--- config.mk ---
export PLATFORM = sky130hd
export DESIGN_NAME = vector_sequencer
export DESIGN_NICKNAME = d
export VERILOG_FILES = /design/src/rtl/vector_sequencer.sv
export SDC_FILE = /design/constraint.sdc
export NUM_CORES = 1
export LEC_CHECK = 0
export BUFFER_PORTS_ARGS = -buffer_cell sky130_fd_sc_hd__buf_2
export CORE_MARGIN = 5
export CORE_UTILIZATION = 49
export CTS_CLUSTER_DIAMETER = 200
export DETAILED_ROUTE_END_ITERATION = 6
export HOLD_SLACK_MARGIN = 0.05
export PLACE_DENSITY = 0.79
export SYNTH_ARGS = -nofsm -noshare
export SYNTH_HDL_FRONTEND = slang
export SYNTH_SLANG_ARGS = --single-unit
--- constraint.sdc ---
create_clock -name clk -period 4 [get_ports clk]
set_input_delay 0.6 -clock clk [delete_from_list [all_inputs] [get_ports clk]]
set_output_delay 0.6 -clock clk [all_outputs]
set_load 0.03 [all_outputs]
--- src/rtl/vector_sequencer.sv ---
// ---------------------------------------------------------------------------
// vector_sequencer
//
// Purpose:
//   Multi-cycle command controller for the vector CFU. Accepts CPU commands
//   over the cmd/rsp handshake, owns the architectural vtype/vl state and
//   steps register-group operations (LMUL = 1/2/4/8) through the register
//   file, one vector register per cycle. It also drives the register-file
//   selects, the ALU mode/operand mux and the result-bus select.
//
// Ports:
//   clk, reset                 clock; asynchronous active-high reset
//   cmd_valid / cmd_ready      command handshake (ready only in IDLE)
//   cmd_payload_function_id    [2:0] opcode, [4:3] alu_mode
//   cmd_payload_inputs_0       [4:0] vd, [9:5] vs0, [14:10] vs1; AVL for VSETVL
//   cmd_payload_inputs_1       ALU.VI immediate (used by datapath); vtype for VSETVL
//   rsp_valid / rsp_ready      response handshake, payload held until accepted
//   rsp_payload_outputs_0      result word
//   gacc_in                    group-accumulator value from the datapath
//   reg_op0_sel/op1_sel/wb_sel register-file selects
//   reg_load                   write-back strobe, one cycle per register
//   alu_op1_sel, alu_mode      ALU operand-1 mux and operation
//   bus_sel                    result bus: 00 gacc, 01 alu, 10 mul, 11 byte acc
//   vtype, vlmul, vl           architectural vector state
// ---------------------------------------------------------------------------
module vector_sequencer #(
  parameter int REG_ADDR_W = 5,
  parameter int VLEN_BITS  = 256,
  parameter int VL_W       = 9
) (
  input  logic                  clk,
  input  logic                  reset,
  input  logic                  cmd_valid,
  output logic                  cmd_ready,
  input  logic [9:0]            cmd_payload_function_id,
  input  logic [31:0]           cmd_payload_inputs_0,
  input  logic [31:0]           cmd_payload_inputs_1,
  output logic                  rsp_valid,
  input  logic                  rsp_ready,
  output logic [31:0]           rsp_payload_outputs_0,
  input  logic [31:0]           gacc_in,
  output logic [REG_ADDR_W-1:0] reg_op0_sel,
  output logic [REG_ADDR_W-1:0] reg_op1_sel,
  output logic [REG_ADDR_W-1:0] reg_wb_sel,
  output logic                  reg_load,
  output logic                  alu_op1_sel,
  output logic [1:0]            alu_mode,
  output logic [1:0]            bus_sel,
  output logic [31:0]           vtype,
  output logic [2:0]            vlmul,
  output logic [VL_W-1:0]       vl
);

  localparam int VLMAX_BASE = VLEN_BITS / 8;

  localparam logic [2:0] OP_VSETVL = 3'd0;
  localparam logic [2:0] OP_ALU_VV = 3'd1;
  localparam logic [2:0] OP_ALU_VI = 3'd2;
  localparam logic [2:0] OP_VMUL   = 3'd3;
  localparam logic [2:0] OP_BACC   = 3'd4;
  localparam logic [2:0] OP_GACC   = 3'd5;

  typedef enum logic [1:0] {
    IDLE = 2'd0,
    EXEC = 2'd1,
    RESP = 2'd2
  } state_t;

  state_t state_reg, state_next;
  logic [2:0] count_reg, count_next;
  logic [2:0] last_count_reg;

  logic [31:0]     vtype_reg;
  logic [VL_W-1:0] vl_reg;
  logic [31:0]     rsp_data_reg;
  logic [1:0]      bus_sel_reg;
  logic [1:0]      alu_mode_reg;
  logic            alu_op1_sel_reg;

  // Register-group channels: 0 = vd (write-back), 1 = vs0, 2 = vs1.
  logic [REG_ADDR_W-1:0] base_reg  [3];
  logic [REG_ADDR_W-1:0] hold_reg  [3];
  logic [REG_ADDR_W-1:0] sel_exec  [3];
  logic [REG_ADDR_W-1:0] sel_out   [3];
  logic [REG_ADDR_W-1:0] cmd_field [3];

  // ---------------------------------------------------------------- decode
  logic [2:0]  cmd_op;
  logic        accept;
  logic [2:0]  group_last;   // nregs-1 for the current vtype
  logic        misaligned;
  logic        illegal;
  logic        single_cycle;
  logic [2:0]  new_vlmul;
  logic [31:0] vlmax32;
  logic [31:0] avl;
  logic [VL_W-1:0] new_vl;
  logic        unused_fid_bits;

  assign cmd_op          = cmd_payload_function_id[2:0];
  assign unused_fid_bits = ^cmd_payload_function_id[9:5];
  assign accept          = (state_reg == IDLE) && cmd_valid;

  // Fractional LMUL (vlmul 4..7) still occupies a single register.
  always_comb begin
    case (vtype_reg[2:0])
      3'd1:    group_last = 3'd1;
      3'd2:    group_last = 3'd3;
      3'd3:    group_last = 3'd7;
      default: group_last = 3'd0;
    endcase
  end

  // A register-group operand must start on a multiple of nregs.
  assign misaligned = ((cmd_op == OP_ALU_VV) || (cmd_op == OP_ALU_VI) || (cmd_op == OP_VMUL)) &&
                      (|((cmd_field[0] | cmd_field[1] | cmd_field[2]) &
                         REG_ADDR_W'(group_last)));
  assign illegal      = (cmd_op > OP_GACC) || misaligned;
  assign single_cycle = (cmd_op == OP_VSETVL) || (cmd_op == OP_GACC) || illegal;

  // VLMAX follows the incoming vtype; fractional LMUL is capped at one register.
  assign new_vlmul = cmd_payload_inputs_1[2:0];
  assign vlmax32   = new_vlmul[2] ? 32'(VLMAX_BASE) : (32'(VLMAX_BASE) << new_vlmul[1:0]);
  assign avl       = cmd_payload_inputs_0;
  // Full 32-bit compare so any AVL above VLMAX saturates.
  assign new_vl    = (avl < vlmax32) ? avl[VL_W-1:0] : vlmax32[VL_W-1:0];

  // -------------------------------------------------------- select channels
  generate
    for (genvar gi = 0; gi < 3; gi++) begin : g_sel
      assign cmd_field[gi] = cmd_payload_inputs_0[gi*REG_ADDR_W +: REG_ADDR_W];
      // Natural-width add wraps modulo the register count.
      assign sel_exec[gi]  = base_reg[gi] + REG_ADDR_W'(count_reg);
      assign sel_out[gi]   = (state_reg == EXEC) ? sel_exec[gi] : hold_reg[gi];

      always_ff @(posedge clk or posedge reset) begin
        if (reset) begin
          base_reg[gi] <= '0;
          hold_reg[gi] <= '0;
        end else begin
          if (accept && !single_cycle) begin
            base_reg[gi] <= cmd_field[gi];
          end
          if (state_reg == EXEC) begin
            hold_reg[gi] <= sel_exec[gi];
          end
        end
      end
    end
  endgenerate

  assign reg_wb_sel  = sel_out[0];
  assign reg_op0_sel = sel_out[1];
  assign reg_op1_sel = sel_out[2];

  // ------------------------------------------------------------------- FSM
  always_ff @(posedge clk or posedge reset) begin
    if (reset) begin
      state_reg <= IDLE;
      count_reg <= '0;
    end else begin
      state_reg <= state_next;
      count_reg <= count_next;
    end
  end

  always_comb begin
    state_next = state_reg;
    count_next = count_reg;
    cmd_ready  = 1'b0;
    rsp_valid  = 1'b0;
    reg_load   = 1'b0;
    case (state_reg)
      IDLE: begin
        cmd_ready = 1'b1;
        if (cmd_valid) begin
          count_next = '0;
          state_next = single_cycle ? RESP : EXEC;
        end
      end
      EXEC: begin
        reg_load = 1'b1;
        if (count_reg == last_count_reg) begin
          state_next = RESP;
        end else begin
          count_next = count_reg + 3'd1;
        end
      end
      RESP: begin
        rsp_valid = 1'b1;
        if (rsp_ready) begin
          state_next = IDLE;
        end
      end
      default: state_next = IDLE;
    endcase
  end

  // ------------------------------------------------ command / result state
  always_ff @(posedge clk or posedge reset) begin
    if (reset) begin
      vtype_reg       <= '0;
      vl_reg          <= '0;
      rsp_data_reg    <= '0;
      last_count_reg  <= '0;
      bus_sel_reg     <= '0;
      alu_mode_reg    <= '0;
      alu_op1_sel_reg <= 1'b0;
    end else if (accept) begin
      if (illegal) begin
        rsp_data_reg <= 32'hFFFF_FFFF;
      end else if (cmd_op == OP_VSETVL) begin
        vtype_reg    <= cmd_payload_inputs_1;
        vl_reg       <= new_vl;
        rsp_data_reg <= 32'(new_vl);
      end else begin
        rsp_data_reg    <= (cmd_op == OP_GACC) ? gacc_in : 32'(vl_reg);
        last_count_reg  <= (cmd_op == OP_BACC) ? 3'd0 : group_last;
        alu_mode_reg    <= cmd_payload_function_id[4:3];
        alu_op1_sel_reg <= (cmd_op == OP_ALU_VI);
        case (cmd_op)
          OP_ALU_VV, OP_ALU_VI: bus_sel_reg <= 2'b01;
          OP_VMUL:              bus_sel_reg <= 2'b10;
          OP_BACC:              bus_sel_reg <= 2'b11;
          default:              bus_sel_reg <= 2'b00;
        endcase
      end
    end
  end

  assign rsp_payload_outputs_0 = rsp_data_reg;
  assign bus_sel               = bus_sel_reg;
  assign alu_mode              = alu_mode_reg;
  assign alu_op1_sel           = alu_op1_sel_reg;
  assign vtype                 = vtype_reg;
  assign vlmul                 = vtype_reg[2:0];
  assign vl                    = vl_reg;

endmodule

==> results of run 1 <==
## worst reg2reg max path: cells and delay by family (launching register included)
| kind | cells | cell delay, ns |
|---|---|---|
| AOI/OAI and AO/OA | 4 | 1.05 |
| and+or+nand+nor | 1 | 0.83 |
| DFF | 1 | 0.43 |
## layer usage
layer / GRT usage / up-vias
met5: 0 / -
met4: 0.0822 / 0
met3: 0.0715 / 22
met2: 0.383 / 172
met1: 0.262 / 2272
li1: - / 2290
## area by class of cell
type	count	area [sq um]
Fill cell	890	3780
Sequential cell	116	2900
Multi-Input combinational cell	400	2330
Timing Repair Buffer	209	1070
Clock buffer	25	474
Tap cell	140	175
Clock inverter	5	75.1
Inverter	18	70.1
## stage by stage
stage	power, mW	area, sq um
after floorplan	3.98	5450
final	6.18	7100
after CTS	6.24	7100
after detailed placement	4.80	6550
after global routing	6.57	7100
after global placement	4.70	6550
## power breakdown
part	leakage (nW)	internal (mW)	switching [mW]
combinational	1.96	0.876	1.87
sequential	1.41	1.71	0.326
clock	0.272	0.924	0.481
total	3.64	3.51	2.67
## cell usage in the layout (no fill, tap or decap), drive strengths merged, types with 4 or more instances in the layout
cell	n
and2	4
mux2i	9
clkbuf	25
nand3	6
mux2	20
nor2b	6
inv	18
o21ai	28
dfrtp	116
a21oi	31
xor2	10
nor4	7
nand2	165
ha	14
nor2	49
buf	209
a221oi	8
## logic make-up (layout without fill, tap and decap cells)
group,after synthesis,count (layout),synth area share
AOI/OAI and AO/OA,88,88,0.105
xor gates and xnor gates,13,13,0.0209
adders and majority gates,17,17,0.0432
buffers and inverters,49,257,0.0404
DFF,116,116,0.533
muxes,29,29,0.0634
and+or+nand+nor,253,253,0.194
## cells in the mapped netlist (all sizes together) (2+ instances only)
cell type  count
nand2        165
dfrtp        116
nor2          49
a21oi         31
o21ai         28
mux2          20
clkbuf        18
inv           18
ha            14
buf           13
xor2          10
mux2i          9
a221oi         8
nor4           7
nand3          6
nor2b          6
and2           4
a21o           3
a32o           3
fa             3
nand2b         3
nor3           3
o31ai          3
xnor2          3
nand4          2
o221ai         2
o311ai         2
or2            2
or3            2
## worst paths after layout
kind | cells past startpoint | slack [ns] | from | endpoint
hold / removal | 2 | 0.27 | reset | rsp_payload_outputs_0[14]
max in group asynchronous | 3 | 2.97 | reset | rsp_payload_outputs_0[18]
hold reg to reg | 2 | 0.46 | vtype[26] | vtype[26]
min in group clk | 3 | 0.27 | cmd_payload_inputs_1[30] | vtype[30]
setup reg to reg | 5 | 1.52 | vtype[0] | rsp_payload_outputs_0[9]
setup / recovery | 7 | 0.86 | count_reg[1] | reg_op0_sel[4]
==> flow_metrics.env, run 1 <==
export IMPL_cts_max_level=4
export IMPL_start_util=0.500
export IMPL_rsz0062_at_grt="false"
export IMPL_dp_cells=883
export IMPL_synthToLayoutAreaGrowth_pct=30.4
export IMPL_slowest_delay_ns=0.50
export IMPL_die_area_sq_um=13300
export IMPL_clock_fmax_mhz=319
export IMPL_cp_arrival_ns=2.54
export IMPL_antenna_cells=0
export IMPL_rows=38
export IMPL_grt_overflow_total=0
export IMPL_timing_slew_headroom=0.354
export IMPL_antenna_found_initial=0
export IMPL_clk_path_buf_depth=2
export IMPL_pre_cts_ws_ns=0.984
export IMPL_root_buffer="clkbuf_8"
export IMPL_critPathMostFrequentCell="o21ai_0"
export IMPL_wl_microns=14400
export IMPL_grt_max_degree=72
export IMPL_route_met3_wl_microns=978
export IMPL_synth_edf_count=0
export IMPL_synth_avg_cell_area_sq_um=9.64
export IMPL_min_period_ns=3.14
export IMPL_grt_use_total=0.223
export IMPL_wl_met1_microns=5670
export IMPL_clk_latency_ns=0.52
export IMPL_cp_end_kind="output port"
export IMPL_setup_tns_ns=0
export IMPL_critPathSlowestCell="dfrtp_1"
export IMPL_worst_slew_pin_slew_ns=0.969
export IMPL_dieHeight_microns=115
export IMPL_synth_top_area_share=0.533
export IMPL_fin_hold_ws_ns=0.271
export IMPL_powerDensity_nw_per_um2=870
export IMPL_num_vias=4756
export IMPL_dr_pass1_iters=6
export IMPL_grt_pass1_vias=4811
export IMPL_synth_area_leaders="dfrtp_1 53%, nand2_1 11%, nor2_1 3.4%"
export IMPL_io_buffers=203
export IMPL_grt_pass1_wl_microns=23300
export IMPL_cp_required_ns=3.40
export IMPL_chipWidth_microns=115
export IMPL_crit_chain="inv_1 > fa_1 > nor2b_1 > o21ai_0 > xor2_1 > o21ai_0 > buf_2"
export IMPL_ys_types=49
export IMPL_gp_congestion=0.833
export IMPL_synthFlopType="dfrtp_1"
export IMPL_path_delay_family="flip-flops"
export IMPL_finalHoldViolCount=0
export IMPL_status="complete, no violations"
export IMPL_cts_resized=0
export IMPL_routed_via_density=5.21
export IMPL_final_layout_size_suffix_gt1_frac=0.342
export IMPL_core_sq_um=10900
export IMPL_hold_path_class="primary input to asynchronous set/reset pin"
export IMPL_numCtsBuffers=17
export IMPL_dpl_hpwl_microns=10700
export IMPL_crit_buf_inv=2
export IMPL_postCtsHoldBufs=0
export IMPL_ant_nets=0
export IMPL_finish_utilization=0.652
export IMPL_met2WireLength_microns=7460
export IMPL_timing_final_crit_share=0.785
export IMPL_drc=0
export IMPL_post_cts_buffers=0
export IMPL_setup_viol=0
export IMPL_netlist_area_sq_um=5450
export IMPL_highest_layer="met4"
export IMPL_report_final_slew_viol_count=0
export IMPL_drt_iter0_drc=258
export IMPL_final_net_count=889
export IMPL_clock_sinks=116
export IMPL_fin_ws_ns=0.862
export IMPL_ios=209
export IMPL_synth_warnings=0
export IMPL_synth_cells=565
export IMPL_final_cells=913
export IMPL_clock_skew_ns=0.00906
export IMPL_yosysTopAreaCell="dfrtp_1"
export IMPL_leakagePower_nw=3.64
export IMPL_syn_nets=692
export IMPL_yosysSeqAreaShare=0.533
export IMPL_wire_per_inst_microns=15.7
export IMPL_irDropWorstVdd_v=0.000530
export IMPL_crit_fanout=7
export IMPL_async_reset_ff_frac=1.00
export IMPL_maxCapViolCount=0
export IMPL_critPathLaunchType="flip-flop"
export IMPL_path_clk_slew_ns=0.05
export IMPL_cts_tree="done"
export IMPL_crit_type="flip-flop to output port"
export IMPL_synth_ff_latch_count=116
Power figures use the tool's default switching activity.
==> run 2: changes to the inputs <==
--- a/config.mk
+++ b/config.mk
@@ -5,6 +5,7 @@
 export SDC_FILE = /design/constraint.sdc
 export NUM_CORES = 1
 export LEC_CHECK = 0
+export ABC_AREA = 1
 export BUFFER_PORTS_ARGS = -buffer_cell sky130_fd_sc_hd__buf_2
 export CORE_MARGIN = 5
 export CORE_UTILIZATION = 49
==> constraint.sdc (replaced) <==
create_clock -name clk -period 3 [get_ports clk]
set_input_delay 0.45 -clock clk [delete_from_list [all_inputs] [get_ports clk]]
set_output_delay 0.45 -clock clk [all_outputs]
set_load 0.03 [all_outputs]
==> flow_metrics.env, run 2 <==
export IMPL_wire_per_inst_microns=14.4
export IMPL_dieHeight_microns=117
export IMPL_fin_hold_ws_ns=0.210
export IMPL_drc=0
export IMPL_crit_fanout=6
export IMPL_r2r_start="state_reg[0]"
export IMPL_grt_overflow_total=0
export IMPL_critPathLaunchType="flip-flop"
export IMPL_clock_skew_ns=0.00747
export IMPL_synth_warnings=0
export IMPL_hold_path_class="primary input to asynchronous set/reset pin"
export IMPL_crit_chain="ha_1 > inv_1 > fa_1 > or2_2 > a21oi_1 > xnor2_1 > o21ai_0 > buf_2"
export IMPL_clock_sinks=116
export IMPL_yosysSeqAreaShare=0.516
export IMPL_root_buffer="clkbuf_16"
export IMPL_timing_final_crit_share=0.950
export IMPL_synth_area_leaders="dfrtp_1 52%, nand2_1 17%, nor2_1 4.7%"
export IMPL_final_net_count=1008
export IMPL_finish_utilization=0.646
export IMPL_final_layout_size_suffix_gt1_frac=0.305
export IMPL_routed_via_density=4.89
export IMPL_chipWidth_microns=117
export IMPL_multiInputGateArea_sq_um=2360
export IMPL_worst_r2r_setup_slack_ns=0.96
export IMPL_syn_nets=808
export IMPL_grt_pass1_vias=4903
export IMPL_dpl_hpwl_microns=11000
export IMPL_setup_tns_ns=0
export IMPL_leakagePower_nw=3.94
export IMPL_synthToLayoutAreaGrowth_pct=30.1
export IMPL_cp_end_kind="output port"
export IMPL_clk_latency_ns=0.40
export IMPL_powerDensity_nw_per_um2=1150
export IMPL_final_cell_mix="252 x nand2_1, 201 x buf_2, 114 x dfrtp_1"
export IMPL_dp_cells=1004
export IMPL_wl_microns=15000
export IMPL_yosysMostFrequentCell="nand2_1"
export IMPL_synth_top_area_share=0.516
export IMPL_finalHoldViolCount=0
export IMPL_r2r_cells=6
export IMPL_synth_ff_latch_count=116
export IMPL_endpoint="reg_op1_sel[4]"
export IMPL_layout_commonest_cell="nand2_1"
export IMPL_start_util=0.497
export IMPL_antenna_found_initial=0
export IMPL_cts_tree="done"
export IMPL_grt_max_degree=47
export IMPL_cts_max_level=4
export IMPL_ant_nets=0
export IMPL_rsz0062_at_grt="false"
export IMPL_synthFlopType="dfrtp_1"
export IMPL_synth_cells=681
export IMPL_worst_slew_pin_slew_ns=0.858
export IMPL_clock_fmax_mhz=351
export IMPL_drt_iter0_drc=327
export IMPL_ys_types=32
export IMPL_antenna_cells=0
export IMPL_crit_type="flip-flop to output port"
export IMPL_numCtsBuffers=17
export IMPL_setup_viol=0
export IMPL_grt_use_total=0.223
export IMPL_num_vias=5070
export IMPL_report_final_slew_viol_count=0
export IMPL_irDropWorstVdd_v=0.000765
export IMPL_fillCellCount=988
export IMPL_slowest_delay_ns=0.41
export IMPL_synth_avg_cell_area_sq_um=8.26
export IMPL_seq_area_sq_um=2910
export IMPL_gp_congestion=0.818
export IMPL_timing_slew_headroom=0.427
export IMPL_maxCapViolCount=0
export IMPL_path_clk_slew_ns=0.05
export IMPL_critPathSlowestCell="dfrtp_2"
export IMPL_ys_top_cells_by_count="252 x nand2_1, 116 x dfrtp_1, 71 x nor2_1, 39 x inv_1, 36 x nand3_1"
export IMPL_min_period_ns=2.85
export IMPL_netlist_area_sq_um=5620
export IMPL_grt_pass1_wl_microns=23600
export IMPL_rr_endpoint="rsp_payload_outputs_0[25]"
export IMPL_cp_required_ns=2.55
export IMPL_clk_path_buf_depth=2
export IMPL_core_sq_um=11300
export IMPL_synth_edf_count=0
export IMPL_yosysTopAreaCell="dfrtp_1"
export IMPL_cp_arrival_ns=2.40
export IMPL_final_cells=1037
export IMPL_async_reset_ff_frac=1.00
export IMPL_ios=209
export IMPL_rows=39
export IMPL_die_area_sq_um=13700
export IMPL_dr_pass1_iters=5
export IMPL_status="complete, no violations"
export IMPL_startpoint="count_reg[0]"
export IMPL_io_buffers=203
## run 2: cell types whose count changed after synthesis, sizes merged, moves of 11 or more
| cell | before | now |
|---|---|---|
| or2 | 2 | 13 |
| inv | 18 | 47 |
| buf | 13 | 24 |
| mux2 | 20 | 0 |
| nand2 | 165 | 257 |
| clkbuf | 18 | 4 |
| nor2 | 49 | 73 |
| nand3 | 6 | 38 |
## run 2: layout make-up
type                    count  share of cell area
well taps                 143              0.0245
multi-input cells         490               0.323
flip-flops and latches    116               0.397
inverters                  47              0.0246
clock buffers              23              0.0640
repair buffers            209               0.149
clock inverters             9              0.0174
## run 2: worst min path at each step
stage | start | to | cells past startpoint
final | reset | vtype[13] | 2
after global routing | cmd_payload_inputs_1[11] | vtype[11] | 3
after CTS | reset | vtype[13] | 2
after detailed placement | vtype[31] | vtype[31] | 2
after global placement | hold_reg[10] | hold_reg[10] | 2
after floorplan | base_reg[13] | base_reg[13] | 2
## run 2: critical path: cells and delay by family, from the launching register on
kind / cells / cell delay [ns]
xor+xnor: 1 / 0.08
buf+inv: 2 / 0.29
compound gates: 2 / 0.35
simple gates: 1 / 0.31
fa+ha+maj: 2 / 0.55
flops: 1 / 0.41
## run 2: report_power, final
group | internal (mW) | switching [mW]
registers | 2.28 | 0.436
clock network | 1.34 | 0.677
logic | 1.09 | 2.62
total | 4.71 | 3.73
## run 2: timing repair
action,4_1_cts,5_1_grt
hold buffers,0,0
buffers inserted,0,1
gates resized for setup,3,4
endpoints found under the setup margin,1,3
## run 2: logic make-up (layout without fill, tap and decap cells)
kind of cell               after synthesis  in the layout  synth area share
DFF                                    116            116             0.516
xor gates and xnor gates                10             10            0.0156
AOI/OAI and AO/OA                       72             72            0.0692
buffers and inverters                   75            288            0.0634
and+or+nand+nor                        391            391             0.294
adders and majority gates               17             17            0.0418
## run 2: metal layers
| layer | global-route usage | share of wire | routed length [microns] | vias up |
|---|---|---|---|---|
| met5 | 0 | 0 | 0 | - |
| li1 | - | - | - | 2540 |
| met3 | 0.0812 | 0.077 | 1150 | 20 |
| met4 | 0.0696 | 0.016 | 234 | 0 |
| met1 | 0.281 | 0.41 | 6200 | 2351 |
| met2 | 0.361 | 0.49 | 7390 | 159 |
## run 2: metrics by stage
stage               power [mW]  instance area, sq um  setup slack [ns]
floorplan                 5.31                  5630             0.277
global placement          6.35                  6700             0.431
detailed placement        6.43                  6700             0.378
CTS                       8.50                  7300            0.0323
global route              8.98                  7310            0.0161
finish                    8.45                  7310             0.151
==> run 3: changes to the inputs <==
--- a/config.mk
+++ b/config.mk
@@ -12,7 +12,7 @@
 export CTS_CLUSTER_DIAMETER = 200
 export DETAILED_ROUTE_END_ITERATION = 6
 export HOLD_SLACK_MARGIN = 0.05
-export PLACE_DENSITY = 0.79
+export PLACE_DENSITY_LB_ADDON = 0.25
 export SYNTH_ARGS = -nofsm -noshare
 export SYNTH_HDL_FRONTEND = slang
 export SYNTH_SLANG_ARGS = --single-unit
==> flow_metrics.env, run 3 (synthesis gave the netlist of run 2 again) <==
export IMPL_status="complete, no violations"
export IMPL_root_buffer="clkbuf_16"
export IMPL_die_area_sq_um=13700
export IMPL_num_vias=5194
export IMPL_synthToLayoutAreaGrowth_pct=29.3
export IMPL_ios=209
export IMPL_r2r_cells=6
export IMPL_layout_commonest_cell="nand2_1"
export IMPL_dpl_hpwl_microns=12000
export IMPL_grt_overflow_total=0
export IMPL_clk_path_buf_depth=2
export IMPL_powerDensity_nw_per_um2=1140
export IMPL_dieHeight_microns=117
export IMPL_cp_end_kind="output port"
export IMPL_setup_viol=0
export IMPL_setup_tns_ns=0
export IMPL_timing_slew_headroom=0.545
export IMPL_maxCapViolCount=0
export IMPL_postCtsHoldBufs=0
export IMPL_cp_arrival_ns=2.41
export IMPL_clk_latency_ns=0.40
export IMPL_rows=39
export IMPL_crit_chain="ha_1 > inv_1 > fa_1 > or2_2 > a21oi_1 > xnor2_1 > o21ai_1 > buf_4"
export IMPL_dr_pass1_iters=4
export IMPL_wire_per_inst_microns=14.9
export IMPL_cts_max_level=4
export IMPL_seq_area_sq_um=2910
export IMPL_core_sq_um=11300
export IMPL_leakagePower_nw=3.94
export IMPL_fin_ws_ns=0.137
export IMPL_fillCellCount=1005
export IMPL_clock_skew_ns=0.00701
export IMPL_final_cell_mix="252 x nand2_1, 200 x buf_2, 114 x dfrtp_1"
export IMPL_antenna_cells=0
export IMPL_grt_pass1_vias=5296
export IMPL_drt_iter0_drc=391
export IMPL_timing_final_crit_share=0.954
export IMPL_antenna_found_initial=0
export IMPL_crit_fanout=7
export IMPL_pre_cts_ws_ns=0.314
export IMPL_finalHoldViolCount=0
export IMPL_hold_path_class="primary input to asynchronous set/reset pin"
export IMPL_cts_tree="done"
export IMPL_grt_max_degree=41
export IMPL_chipWidth_microns=117
export IMPL_min_period_ns=2.86
export IMPL_critPathSlowestCell="dfrtp_2"
export IMPL_final_layout_size_suffix_gt1_frac=0.308
export IMPL_path_clk_slew_ns=0.05
export IMPL_multiInputGateArea_sq_um=2370
export IMPL_gp_congestion=0.879
export IMPL_numCtsBuffers=17
export IMPL_clock_fmax_mhz=349
export IMPL_crit_buf_inv=2
export IMPL_irDropWorstVdd_v=0.000836
export IMPL_slowest_delay_ns=0.43
export IMPL_routed_via_density=5.01
export IMPL_start_util=0.497
export IMPL_rsz0062_at_grt="false"
export IMPL_wl_microns=15500
export IMPL_worst_slew_pin_slew_ns=0.681
export IMPL_crit_type="flip-flop to output port"
export IMPL_path_depth=8
export IMPL_io_buffers=203
export IMPL_drc=0
export IMPL_final_net_count=1011
export IMPL_critPathLaunchType="flip-flop"
export IMPL_cp_required_ns=2.55
export IMPL_clock_sinks=116
export IMPL_report_final_slew_viol_count=0
export IMPL_grt_use_total=0.235
export IMPL_grt_pass1_wl_microns=25100
export IMPL_ant_nets=0
export IMPL_path_delay_family="adder cells"
## run 3: final cells by class
type | count | area share
clock inverters | 6 | 0.00757
flip-flops and latches | 116 | 0.400
multi-input cells | 490 | 0.326
repair buffers | 212 | 0.152
inverters | 47 | 0.0248
well taps | 143 | 0.0246
clock buffers | 23 | 0.0658
## run 3: what timing repair did
item                       in CTS  in global routing
resized for setup               3                  7
setup endpoints to repair       3                  3
buffers inserted                0                  0
## run 3: worst register-to-register path: stages (launching register included)
cell,delay [ns]
dfrtp_1,0.43
nor2_4,0.15
nand2_2,0.13
inv_2,0.47
nand3_1,0.31
inv_2,0.44
a21oi_1,0.16
## run 3: per-stage QoR
stage | util | instance area [sq um] | instances | hold slack, ns | power (mW)
2_1_floorplan | - | 5630 | 681 | 0.442 | 5.31
3_3_place_gp | 0.594 | 6720 | 1008 | 0.448 | 6.34
3_5_place_dp | 0.594 | 6720 | 1008 | 0.454 | 6.47
4_1_cts | 0.641 | 7260 | 1037 | 0.151 | 8.32
5_1_grt | 0.642 | 7270 | 1037 | 0.193 | 8.83
6_report | 0.642 | 7270 | 1037 | 0.145 | 8.26
## run 3: final timing paths
kind,start,end,slack [ns]
worst max register to register,state_reg[0],rsp_payload_outputs_0[22],0.75
min in group clk,cmd_payload_inputs_1[7],vtype[7],0.25
worst min-delay path,reset,vtype[10],0.14
worst min register to register,base_reg[8],base_reg[8],0.46
max in group asynchronous,reset,rsp_payload_outputs_0[22],2.10
worst max-delay path,count_reg[0],reg_wb_sel[4],0.14
## run 3: report_power, final
part	switching [mW]	internal (mW)
combinational	2.63	1.09
clock	0.638	1.18
sequential	0.433	2.29
total	3.70	4.56
## run 3: routing by layer
| metal | vias to the layer above | routed length [microns] | GRT usage |
|---|---|---|---|
| li1 | 2545 | - | - |
| met1 | 2430 | 6300 | 0.288 |
| met2 | 188 | 7510 | 0.377 |
| met3 | 31 | 1250 | 0.0853 |
| met4 | 0 | 409 | 0.0986 |
| met5 | - | 0 | 0 |
